`src/rtl/pipeline_ctrl.sv`:
```
// rtl/pipeline_ctrl.sv - pipeline stall vector, trap/mret sequencer and stall-cycle counter
module pipeline_ctrl #(
  parameter int WIDTH = 32
) (
  input  logic             clk,
  input  logic             rst_n,
  input  logic             stallreq_if,
  input  logic             stallreq_id,
  input  logic             stallreq_ex,
  input  logic             stallreq_mem,
  input  logic [WIDTH-1:0] exception,
  input  logic [WIDTH-1:0] exc_pc,
  input  logic [WIDTH-1:0] mtvec,
  input  logic [WIDTH-1:0] mepc,
  output logic [4:0]       ctrl_stall,
  output logic             ctrl_flush,
  output logic             redirect_valid,
  output logic [WIDTH-1:0] redirect_pc,
  output logic             csr_trap_we,
  output logic             csr_mret,
  output logic [WIDTH-1:0] csr_mepc_out,
  output logic [WIDTH-1:0] csr_mcause_out,
  output logic [WIDTH-1:0] stall_cycles
);

  typedef enum logic [1:0] {IDLE = 2'd0, PEND = 2'd1, FLUSH = 2'd2} state_t;

  state_t           state;
  logic             lat_mret;
  logic [3:0]       lat_cause;
  logic [WIDTH-1:0] lat_pc;

  logic             exc_any;
  logic             exc_mret;
  logic [3:0]       exc_cause;
  logic             fire_go;
  logic             fire_mret;
  logic [3:0]       fire_cause;
  logic [WIDTH-1:0] fire_pc;
  logic             unused;

  assign unused = ^{exception, mtvec[1:0]};

  // Cause priority: illegal > ecall > ebreak > mret
  always_comb begin
    exc_any   = |exception[3:0];
    exc_mret  = 1'b0;
    exc_cause = 4'd0;
    if (exception[0])      exc_cause = 4'd2;
    else if (exception[1]) exc_cause = 4'd11;
    else if (exception[2]) exc_cause = 4'd3;
    else                   exc_mret  = exception[3];
  end

  always_comb begin
    ctrl_stall = 5'b00000;
    if (state != FLUSH) begin
      if (stallreq_mem)     ctrl_stall = 5'b11111;
      else if (stallreq_ex) ctrl_stall = 5'b01111;
      else if (stallreq_id) ctrl_stall = 5'b00111;
      else if (stallreq_if) ctrl_stall = 5'b00011;
    end
  end

  // A trap fires straight from IDLE or out of PEND once memory is no longer stalling
  assign fire_go    = !stallreq_mem && ((state == IDLE && exc_any) || state == PEND);
  assign fire_mret  = (state == PEND) ? lat_mret  : exc_mret;
  assign fire_cause = (state == PEND) ? lat_cause : exc_cause;
  assign fire_pc    = (state == PEND) ? lat_pc    : exc_pc;

  always_ff @(posedge clk) begin
    if (!rst_n) begin
      state          <= IDLE;
      lat_mret       <= 1'b0;
      lat_cause      <= 4'd0;
      lat_pc         <= '0;
      ctrl_flush     <= 1'b0;
      redirect_valid <= 1'b0;
      redirect_pc    <= '0;
      csr_trap_we    <= 1'b0;
      csr_mret       <= 1'b0;
      csr_mepc_out   <= '0;
      csr_mcause_out <= '0;
      stall_cycles   <= '0;
    end else begin
      ctrl_flush     <= 1'b0;
      redirect_valid <= 1'b0;
      redirect_pc    <= '0;
      csr_trap_we    <= 1'b0;
      csr_mret       <= 1'b0;
      csr_mepc_out   <= '0;
      csr_mcause_out <= '0;
      if (ctrl_stall[0]) stall_cycles <= stall_cycles + WIDTH'(1);

      case (state)
        IDLE: begin
          if (exc_any) begin
            lat_mret  <= exc_mret;
            lat_cause <= exc_cause;
            lat_pc    <= exc_pc;
            if (stallreq_mem) state <= PEND;
          end
        end
        FLUSH:   state <= IDLE;
        default: ;
      endcase

      if (fire_go) begin
        state          <= FLUSH;
        ctrl_flush     <= 1'b1;
        redirect_valid <= 1'b1;
        if (fire_mret) begin
          csr_mret    <= 1'b1;
          redirect_pc <= mepc;
        end else begin
          csr_trap_we    <= 1'b1;
          csr_mepc_out   <= fire_pc;
          csr_mcause_out <= WIDTH'(fire_cause);
          redirect_pc    <= {mtvec[WIDTH-1:2], 2'b00};
        end
      end
    end
  end

endmodule

```
`config.mk`:
```
export PLATFORM = sky130hd
export DESIGN_NAME = pipeline_ctrl
export DESIGN_NICKNAME = d
export VERILOG_FILES = /design/src/rtl/pipeline_ctrl.sv
export SDC_FILE = /design/constraint.sdc
export NUM_CORES = 1
export LEC_CHECK = 0
export ABC_AREA = 1
export BUFFER_PORTS_ARGS = -buffer_cell sky130_fd_sc_hd__buf_2
export CAP_MARGIN = 0
export CELL_PAD_IN_SITES_DETAIL_PLACEMENT = 1
export CELL_PAD_IN_SITES_GLOBAL_PLACEMENT = 1
export CORE_UTILIZATION = 28
export CTS_CLUSTER_SIZE = 24
export DETAILED_ROUTE_END_ITERATION = 12
export PLACE_DENSITY_LB_ADDON = 0.1
export SKIP_LAST_GASP = 1
export SLEW_MARGIN = 20
export SYNTH_ARGS = -nofsm -noshare
export SYNTH_HDL_FRONTEND = slang
export SYNTH_SLANG_ARGS = --single-unit
```
`constraint.sdc`:
```
create_clock -name clk -period 1.4 [get_ports clk]
set_input_delay 0.21 -clock clk [delete_from_list [all_inputs] [get_ports clk]]
set_output_delay 0.21 -clock clk [all_outputs]
set_load 0.02 [all_outputs]
```
# Word level (Yosys, flattened, before mapping)
# Cells that the tools add are included.
[op_classes]
bitwise = 2
mux = 22
reduce_logical = 15
add_sub_neg = 1
eq_ne = 7
[op_table]
columns = ["op", "count"]
rows = [
  ["32-bit 2-to-1 mux", 2],
  ["32-bit by 1-bit adder with 32-bit output, second input constant", 1],
  ["4-bit 2-to-1 mux", 4],
  ["2-bit 2-to-1 mux", 5],
  ["5-bit 2-to-1 mux", 2],
  ["3-bit AND reduction", 3],
  ["1-bit 2-to-1 mux", 7],
  ["2-bit != test, second input constant", 3],
  ["3-bit != test, second input constant", 2],
  ["2-bit case mux with 2 select lines", 1],
  ["2-bit AND reduction", 2],
  ["4-bit OR reduction", 1],
  ["3-bit 2-to-1 mux", 1],
  ["3-bit nonzero test", 1],
  ["3-bit OR reduction", 1],
  ["2-bit by 1-bit == test with 1-bit output, second input constant", 1],
  ["2-bit == test, second input constant", 1],
  ["1-bit logical AND", 2],
  ["2-bit zero test", 1],
  ["1-bit inverter", 2],
  ["2-bit nonzero test", 1],
  ["2-bit OR reduction", 1],
  ["1-bit zero test", 1],
  ["1-bit logical OR", 1],
]
[totals]
ff_bits = 170
out_inout_bits = 137

# Logic depth before layout (Yosys ltp)
# Gate-level depths: netlist of the first run.
[depth]
word_depth = 6
mapped_depth = 11

# Worst setup path before layout of the first run
# Ideal clock, no wire load.
[synth_path]
kind = "reg2reg"
from = "register stall_cycles[0]"
to = "register stall_cycles[22]"
path_stages_with_launch = 10
slack_ns = -0.179
path_buffers = 1
setup_ns = 0.110
t_arrival_ns = 1.469
required_ns = 1.290
path_cell_list = "dfxtp_1 -> ha_1 -> inv_1 -> nor2_1 -> nand3_1 -> nor2_4 -> buf_6 -> nand4_1 -> nand2_1 -> nor2_1"
[synth_via]
elab_chain_cells = 1
[synth_lines]
columns = ["item", "line_no", "text"]
rows = [
  ["from (decl)", "23", "output logic [WIDTH-1:0] stall_cycles"],
  ["from (signal assigned)", "93", "if (ctrl_stall[0]) stall_cycles <= stall_cycles + WIDTH'(1);"],
  ["32-bit by 1-bit adder with 32-bit output", "93", ""],
]
# Every way passes these cells.
# A chain may end at the register's enable or synchronous reset.

# Final worst setup path of the first run
[layout_path]
from = "register state[1]"
to = "register redirect_pc[10]"
[layout_via]
elab_chain_cells = 5
word_cells_on_any_way = 8
cone_classes = "1 x eq/ne; 2 x mux; 5 x reduce/logical"
[layout_lines]
columns = ["item", "line_no", "text"]
rows = [
  ["from (decl)", "28", "state_t state;"],
  ["from (signal assigned)", "73", "state <= IDLE;"],
  ["from (signal assigned)", "101", "if (stallreq_mem) state <= PEND;"],
  ["from (signal assigned)", "104", "FLUSH: state <= IDLE;"],
  ["2-bit zero test", "66", "assign fire_go = !stallreq_mem && ((state == IDLE && exc_any) || state == PEND);"],
  ["1-bit logical AND", "66", ""],
  ["1-bit logical OR", "66", ""],
  ["1-bit logical AND", "66", ""],
  ["2-bit AND reduction (no line)", "n/a", ""],
  ["to (signal assigned)", "114", "redirect_pc <= mepc;"],
  ["to (signal assigned)", "119", "redirect_pc <= {mtvec[WIDTH-1:2], 2'b00};"],
  ["to (decl)", "18", "output logic [WIDTH-1:0] redirect_pc,"],
]
# Several ways; a longest one is shown, not always the timed one.

==> flow_summary.yaml, run 1 <==
clocking:
  worstSkewPairLatency_ns: 0.43
  cts.sinks: 140
  cts_made_buffers: 17
  cts_tree: "done"
  clk_path_buf_depth: 2
  root_buffer: "clkbuf_16"
  htreeDepth: 4
  cts.clk_slew.worst_paths_ns: 0.07
sta:
  finalSetupViolations: 39
  period_needed_ns: 1.50
  finalClockSkew_ns: 0.0122
  whs_ns: 0.0334
  max_freq_ghz: 0.666
  hold_violations: 0
  post-route-period-util_pct: 107
  timing.final.ws_setup_ns: -0.102
  maxSlewViolCount: 0
  rsz0062_at_grt: "true"
placed_design:
  portBuffers: 211
  globalplace.congestion: 0.723
  place.detailed.hpwl_um: 13500
  dpl.cell_count: 1325
job:
  maxCapViolCount: 0
routing:
  wire_per_inst_um: 15.8
  vias: 6495
  via_per_inst: 4.50
  antenna_left: 0
  detail_route.wirelength_um: 22800
  dr.pass1.iters: 7
  drcViolationCount: 0
  drt-initial-drc-count: 174
layout:
  final_cell_count_no_fill: 1444
  n_fill_cell: 2466
  final_cell_mix: "nand2_1 (238), buf_2 (206), dfxtp_1 (123)"
  drive_gt1_share_pct: 40.0
  layout.nets: 1294
  layout_commonest_cell: "nand2_1"
  syn2layout_area_growth_pct: 69.3
pwr:
  p_per_area_mw_per_mm2: 1150
  p_leak_nw: 4.85
  power_mw: 11.2
  peakVddDrop_uv: 826
synth:
  yosysTopAreaCell: "dfxtp_1"
  synth_mux_area_share_pct: 0
  ys.flop_type: "dfxtp_1"
  async_flop_share_pct: 0
  yosysUniqueCellTypes: 31
  yosys-top-cells-area: "dfxtp_1 (49%), nand2_1 (20%), a21oi_1 (7.2%), nor2_1 (4.3%), buf_4 (4.0%)"
  ys_ff_latch: 140
  synth_edf_count: 0
  synth_adder_area_share_pct: 0.218
  synthSimpleGateAreaFrac_pct: 31.4
  syn_area_mm2: 0.00575
  seq_area_frac_synth_pct: 48.8
  synthCells: 804
  yosysWarnings: 0
  synth.top_cell.area_share_pct: 48.8
  synthXorXnorAreaFrac_pct: 0
  synth-compound-area-share_pct: 8.99
  synth_top_family_by_area: "simple AND/OR/NAND/NOR gates"
  avgSynthCellArea_um2: 7.15
critical_path:
  path_buf_inv: 2
  worst_ep_arrival_time_ns: 1.88
  crit_chain: "buf_6 > nor2_2 > nand3_4 > nor2_4 > clkbuf_16 > nand2_1 > nand2_2"
  cp-start-kind: "flop"
  setup.worst_path.class: "reg2reg"
  end_kind: "flop"
  slowest_delay_ns: 0.36
  crit_required_ns: 1.77
  slowest_stage: "dfxtp_4"
  cp_top_family: "simple AND/OR/NAND/NOR gates"
  cp_max_fo: 8
min_path:
  min_path_type: "in2reg"
grt:
  antenna_found_initial: 2
  grt_pass1_vias: 6327
  grtUsageTotal_pct: 18.9
  grt_pass1_wl_um: 31900
  overflow: 0
  grt_max_degree: 36
floorplanning:
  fp.dieW_um: 145
  start_util_pct: 28.5
  fp-row-count: 52
  die_area_mm2: 0.0211
  core_area_mm2: 0.0202
  ioPinCount: 271
  die_h_um: 145
run_status:
  outcome: "finished with violations"
  violations: "negative setup slack"
## per-layer routing
metal / wire length (um) / vias to the layer above / GRT usage, %
met4: 779 / 0 / 8.26
met2: 11600 / 179 / 33.2
li1: - / 3177 / -
met3: 856 / 56 / 4.81
met5: 0 / - / 0
met1: 9590 / 3083 / 21.5
## worst min-delay path, cell delays in order
cell and delay, ns:
buf_2 0.10, nand2_4 0.05, nand2_2 0.06
## flip-flops by register name, indices dropped and copies added (netlist names)
name and flops:
csr_mcause_out 3, csr_mepc_out 32, csr_mret 1, csr_trap_we 1, lat_cause 3, lat_mret 1, lat_pc 32, redirect_pc 32
redirect_valid 1, stall_cycles 32, state 2
## synth_stat cells, types with 4 or more instances
master    instances
nand2_1         307
nor2_1           66
nand3_1          26
o21ai_0          10
dfxtp_1         140
inv_2             7
nor2_2            6
buf_1             4
nor3_1            7
buf_4            31
buf_2            17
a21oi_1          83
clkbuf_1          7
nand4_1          14
inv_1            55
## where the power goes
part / internal, mW / switching [mW]
clock: 3.08 / 1.94
combinational: 0.809 / 1.04
sequential: 4.19 / 0.0943
## area by class of cell
| type | count | area, um2 | area share (%) |
|---|---|---|---|
| Multi-Input combinational cell | 569 | 2900 | 29.8 |
| Sequential cell | 140 | 2840 | 29.2 |
| Timing Repair Buffer | 368 | 2740 | 28.1 |
| Clock buffer | 18 | 439 | 4.51 |
| Tap cell | 270 | 338 | 3.47 |
| Inverter | 63 | 264 | 2.71 |
| Clock inverter | 14 | 208 | 2.13 |
| Antenna cell | 2 | 5.00 | 0.0514 |
## cell families (layout without fill, tap and decap cells)
kind of cell | Yosys count | count (layout)
fa+ha+maj | 1 | 1
other cells | 1 | 31
flops | 140 | 140
simple gates | 439 | 439
compound gates | 100 | 100
buf+inv | 123 | 463
## final timing paths
kind	start	end	slack, ns	cells past startpoint
setup reg to reg	state[1]	redirect_pc[10]	-0.10	7
hold reg to reg	lat_pc[29]	csr_mepc_out[29]	0.46	2
setup / recovery	state[1]	redirect_pc[10]	-0.10	7
hold / removal	mepc[11]	redirect_pc[11]	0.03	3
## timing repair
item / 4_1_cts / 5_1_grt
pin swaps: 6 / 30
buffers inserted: 5 / 7
endpoints found under the setup margin: 20 / 130
gates resized for setup: 25 / 146
hold buffers: 61 / 0
endpoints found under the hold margin: 32 / 0
cloned: 0 / 13
## per-stage QoR
stage | cell area [um2] | TNS, ns | setup slack [ns] | util, %
after detailed placement | 7550 | -2.91 | -0.0751 | 37.4
after floorplan | 5890 | 0 | 0.00340 | -
after global placement | 7550 | -0.423 | -0.0593 | 37.4
after global routing | 9730 | -8.53 | -0.157 | 48.2
after CTS | 8920 | -4.68 | -0.105 | 44.2
final | 9730 | -1.90 | -0.102 | 48.2
Power figures use the tool's default switching activity.
==> run 2, diff against run 1 <==
--- a/config.mk
+++ b/config.mk
@@ -10,7 +10,7 @@
 export CAP_MARGIN = 0
 export CELL_PAD_IN_SITES_DETAIL_PLACEMENT = 1
 export CELL_PAD_IN_SITES_GLOBAL_PLACEMENT = 1
-export CORE_UTILIZATION = 28
+export CORE_UTILIZATION = 34
 export CTS_CLUSTER_SIZE = 24
 export DETAILED_ROUTE_END_ITERATION = 12
 export PLACE_DENSITY_LB_ADDON = 0.1
@@ -19,3 +19,4 @@
 export SYNTH_ARGS = -nofsm -noshare
 export SYNTH_HDL_FRONTEND = slang
 export SYNTH_SLANG_ARGS = --single-unit
+export TNS_END_PERCENT = 1
==> constraint.sdc (replaced) <==
create_clock -name clk -period 1.9 [get_ports clk]
set_input_delay 0.285 -clock clk [delete_from_list [all_inputs] [get_ports clk]]
set_output_delay 0.285 -clock clk [all_outputs]
set_load 0.02 [all_outputs]
==> run 2 against run 1 <==
Effect of this change:
- the run now ends clean
- critical path type is now reg2out
- core utilization decreased by 2.3 points
- via count decreased by 14%
- worst setup slack improved by 0.21 ns
- global-route usage increased by 0.95 points
- critical endpoint is now ctrl_stall[1]
- flip-flop and latch count unchanged
- final cell count decreased by 14%
- sequential share of layout area increased by 7.8 points
- sequential power decreased by 27%
- largest cell class is now flip-flops and latches
- clock-buffer cell count increased by 5
- first-iteration DRC count increased by 14%
==> flow_summary.yaml, run 2 (synthesis results as in run 1) <==
floorplanning:
  die_h_um: 132
  fp-row-count: 47
  die_area_mm2: 0.0174
  start_util_pct: 34.8
  core_area_mm2: 0.0165
  ioPinCount: 271
  fp.dieW_um: 132
layout:
  layout_commonest_cell: "nand2_1"
  final_cell_mix: "nand2_1 (306), buf_2 (211), dfxtp_1 (140)"
  antennaDiodeCount: 0
  n_fill_cell: 2162
  multi_input_area_mm2: 0.00245
  fin_util_pct: 45.9
  drive_gt1_share_pct: 27.0
  layout.nets: 1148
  ff_latch_area_mm2: 0.00280
  syn2layout_area_growth_pct: 32.0
  final_cell_count_no_fill: 1246
placed_design:
  globalplace.congestion: 0.737
  dpl.cell_count: 1214
  place_ws_ns: 0.217
  place.detailed.hpwl_um: 12100
  portBuffers: 211
pwr:
  p_leak_nw: 3.81
  peakVddDrop_uv: 632
  p_per_area_mw_per_mm2: 1010
  power_mw: 7.64
critical_path:
  worst_ep_arrival_time_ns: 1.51
  end_kind: "primary output"
  setup.worst_path.class: "reg2out"
  crit_required_ns: 1.62
  cp-start-kind: "flop"
  cp_max_fo: 10
sta:
  worstMarginPinSlew_ns: 0.631
  hold_violations: 0
  max_freq_ghz: 0.557
  slew_headroom_pct: 57.9
  post-route-period-util_pct: 94.5
  finalClockSkew_ns: 0.0108
  timing.final.ws_setup_ns: 0.105
  finalSetupViolations: 0
  maxSlewViolCount: 0
  period_needed_ns: 1.79
clocking:
  cts.clk_slew.worst_paths_ns: 0.06
  cts.sinks: 140
  htreeDepth: 4
  hold_buffers: 0
  cts_tree: "done"
  clk_path_buf_depth: 2
  worstSkewPairLatency_ns: 0.42
  root_buffer: "clkbuf_16"
  cts_made_buffers: 17
grt:
  grt_max_degree: 36
  grt_pass1_vias: 5359
  antenna_found_initial: 0
  grtUsageTotal_pct: 19.9
  grt_pass1_wl_um: 27300
  overflow: 0
routing:
  dr.pass1.iters: 4
  drcViolationCount: 0
  wire_per_inst_um: 13.7
  drt-initial-drc-count: 198
  via_per_inst: 4.49
  vias: 5593
  detail_route.wirelength_um: 17100
  antenna_left: 0
min_path:
  min_path_type: "in2reg"
run_status:
  outcome: "completed"
job:
  maxCapViolCount: 0
-- run 2: power by group --
part | switching (mW) | internal, mW
logic | 0.579 | 0.281
registers | 0.0638 | 3.09
clock network | 1.28 | 2.34
-- run 2: routing by layer --
layer	vias to the layer above	global-route usage (%)	share of wire, %	wire [um]
li1	2875	-	-	-
met3	18	3.65	3.7	626
met5	-	0	0	0
met1	2586	24.3	45	7730
met4	0	7.04	1.3	227
met2	114	34.8	50	8490
-- run 2: worst paths after layout --
| kind | start | endpoint | slack (ns) | depth (start not counted) |
|---|---|---|---|---|
| hold reg to reg | lat_cause[0] | lat_cause[0] | 0.46 | 2 |
| hold / removal | mtvec[19] | redirect_pc[19] | 0.05 | 3 |
| setup reg to reg | stall_cycles[0] | stall_cycles[28] | 0.26 | 10 |
| setup / recovery | state[0] | ctrl_stall[1] | 0.11 | 5 |
-- run 2: what timing repair did --
item,4_1_cts,5_1_grt
setup endpoints to repair,2,2
hold endpoints to repair,0,0
gates resized for setup,1,1
buffers inserted,0,0
-- run 2: metrics by stage --
stage           TNS, ns  cell area, um2  hold slack, ns
2_1_floorplan         0            5850           0.388
3_3_place_gp          0            6930           0.449
3_5_place_dp          0            6930           0.453
4_1_cts               0            7580          0.0386
5_1_grt        -0.00498            7590          0.0543
6_report              0            7590          0.0538
-- run 2: area by class of cell --
| cell class | instances | area share, % |
|---|---|---|
| clock buffer | 23 | 6.43 |
| sequential | 140 | 36.9 |
| inverter | 63 | 3.12 |
| timing repair buffer | 222 | 15.5 |
| multi-input combinational | 569 | 32.3 |
| tap | 220 | 3.63 |
| clock inverter | 9 | 2.08 |
-- run 2: worst max-delay path, stage by stage (launching register included) --
cell and delay (ns):
dfxtp_1 0.39, inv_2 0.05, nand2_1 0.16, nand2_1 0.15, nand2_4 0.15, buf_2 0.19
==> run 3, diff against run 2 <==
--- a/config.mk
+++ b/config.mk
@@ -5,7 +5,7 @@
 export SDC_FILE = /design/constraint.sdc
 export NUM_CORES = 1
 export LEC_CHECK = 0
-export ABC_AREA = 1
+export ABC_AREA = 0
 export BUFFER_PORTS_ARGS = -buffer_cell sky130_fd_sc_hd__buf_2
 export CAP_MARGIN = 0
 export CELL_PAD_IN_SITES_DETAIL_PLACEMENT = 1
==> run 3 against run 2 <==
Effect of this change:
- via count shrank 11%
- first-iteration DRC count grew 0.51%
- clock power shrank 12%
- synthesized cell count shrank 25%
- combinational power shrank 2%
- largest power group unchanged
==> flow_summary.yaml, run 3 <==
run_status:
  outcome: "completed"
routing:
  drt-initial-drc-count: 199
  vias: 4961
  antenna_left: 0
  drcViolationCount: 0
  via_per_inst: 4.82
  detail_route.wirelength_um: 16100
  dr.pass1.iters: 4
  wire_per_inst_um: 15.6
floorplanning:
  core_area_mm2: 0.0152
  ioPinCount: 271
  fp.dieW_um: 127
  die_area_mm2: 0.0161
  start_util_pct: 34.8
  die_h_um: 127
  fp-row-count: 45
sta:
  post-route-period-util_pct: 95.7
  finalSetupViolations: 0
  hold_violations: 0
  maxSlewViolCount: 0
  max_freq_ghz: 0.550
  finalClockSkew_ns: 0.00651
  whs_ns: 0.0689
  slew_headroom_pct: 62.8
  fin_tns_setup_ns: 0
  worstMarginPinSlew_ns: 0.557
  rsz0062_at_grt: "true"
  period_needed_ns: 1.82
synth:
  synth_adder_area_share_pct: 0.236
  synth_edf_count: 0
  synth_common_cells: "dfxtp_1 (140), nand2_1 (138), a21oi_1 (76), nor2_1 (41), buf_4 (31)"
  synth_top_family_by_area: "simple AND/OR/NAND/NOR gates"
  synthXorXnorAreaFrac_pct: 4.46
  async_flop_share_pct: 0
  synth_mux_area_share_pct: 0
  avgSynthCellArea_um2: 8.80
  synthSimpleGateAreaFrac_pct: 20.6
  syn_area_mm2: 0.00530
  yosys-top-cells-area: "dfxtp_1 (53%), nand2_1 (9.8%), a21oi_1 (7.2%), a22o_1 (5.0%), buf_4 (4.4%)"
  ys_ff_latch: 140
  seq_area_frac_synth_pct: 52.9
  yosysMostFrequentCell: "dfxtp_1"
  yosysTopAreaCell: "dfxtp_1"
  ys.flop_type: "dfxtp_1"
  synth.top_cell.area_share_pct: 52.9
  synth-compound-area-share_pct: 13.7
  yosysWarnings: 0
  synthCells: 602
  yosysUniqueCellTypes: 39
grt:
  grt_max_degree: 67
  overflow: 0
  antenna_found_initial: 1
  grt_pass1_wl_um: 25600
  grtUsageTotal_pct: 20.4
  grt_pass1_vias: 5197
clocking:
  cts.sinks: 140
  cts_made_buffers: 17
  worstSkewPairLatency_ns: 0.42
  cts_tree: "done"
  clk_path_buf_depth: 2
  cts.clk_slew.worst_paths_ns: 0.06
  htreeDepth: 4
  root_buffer: "clkbuf_16"
  hold_buffers: 0
critical_path:
  setup.worst_path.class: "reg2out"
  r2r_setup_slack_ns: 0.08
  cp.depth: 5
  path_common_cell: "buf_4"
  r2r-end: "stall_cycles[29]"
  crit_required_ns: 1.62
  slowest_delay_ns: 0.40
  ff2ff_path_depth: 5
  cp_max_fo: 6
  end_kind: "primary output"
  cp-start-kind: "flop"
  cp_top_family: "buffers and inverters"
  crit_chain: "nor2b_4 > buf_4 > nor2_1 > buf_4 > buf_2"
  timing.rr.start: "stall_cycles[6]"
  worst_ep_arrival_time_ns: 1.53
  slowest_stage: "dfxtp_1"
  path_buf_inv: 3
placed_design:
  globalplace.congestion: 0.784
  portBuffers: 211
  place.detailed.hpwl_um: 11500
  dpl.cell_count: 1000
min_path:
  min_from: "mepc[0]"
  min_path_type: "in2reg"
  hold_depth: 2
  min_to: "redirect_pc[0]"
pwr:
  peakVddDrop_uv: 690
  power_mw: 7.16
  p_per_area_mw_per_mm2: 998
  p_leak_nw: 3.45
layout:
  layout.nets: 967
  fin_util_pct: 47.2
  syn2layout_area_growth_pct: 35.5
  final_cell_count_no_fill: 1030
  drive_gt1_share_pct: 34.4
  final_cell_mix: "buf_2 (211), dfxtp_1 (140), nand2_1 (138)"
  antennaDiodeCount: 0
  layout_commonest_cell: "buf_2"
job:
  maxCapViolCount: 0
==> run 3: kinds of logic after synthesis <==
kind of cell	Yosys count
buffers and inverters	71
and+or+nand+nor	246
adders and majority gates	1
AOI/OAI and AO/OA	116
xor gates and xnor gates	27
other	1
DFF	140
==> run 3: report_power, final <==
part           internal [mW]  switching [mW]
Combinational          0.307           0.536
Clock                   1.96            1.21
Sequential              3.08          0.0653
==> run 3: how the worst max path moves through the flow <==
stage	slack, ns	to	startpoint
4_1_cts	0.02	ctrl_stall[1]	state[1]
6_report	0.08	ctrl_stall[1]	state[1]
3_5_place_dp	-0.01	redirect_pc[29]	exception[0]
3_3_place_gp	0.03	redirect_pc[29]	exception[0]
2_1_floorplan	0.06	stall_cycles[29]	stall_cycles[8]
5_1_grt	-0.03	redirect_pc[29]	state[0]
==> run 3: repair_timing <==
action / in CTS / in global routing
cloned: 0 / 0
resized for setup: 2 / 0
hold endpoints to repair: 0 / 0
endpoints found under the setup margin: 4 / 28
pin swaps: 0 / 0
buffers inserted: 0 / 1
==> run 3: area by class of cell <==
cell class	instances	area [um2]
clock inverter	9	97.6
fill	1851	8020
timing repair buffer	250	1370
clock buffer	20	457
multi-input combinational	419	2200
sequential	140	2800
tap	188	235
inverter	4	15.0
==> run 3: metal layers <==
| layer | vias up | global-route usage (%) | wire length (um) |
|---|---|---|---|
| met2 | 164 | 37.0 | 8150 |
| met3 | 20 | 6.71 | 1060 |
| met5 | - | 0 | 10 |
| li1 | 2416 | - | - |
| met1 | 2359 | 22.6 | 6660 |
| met4 | 2 | 6.30 | 176 |
==> run 3: per-stage QoR <==
stage | instance area [um2] | setup WS [ns]
5_1_grt | 7180 | -0.0255
2_1_floorplan | 5400 | 0.0573
3_3_place_gp | 6610 | 0.0339
6_report | 7180 | 0.0823
3_5_place_dp | 6610 | -0.0126
4_1_cts | 7170 | 0.0165
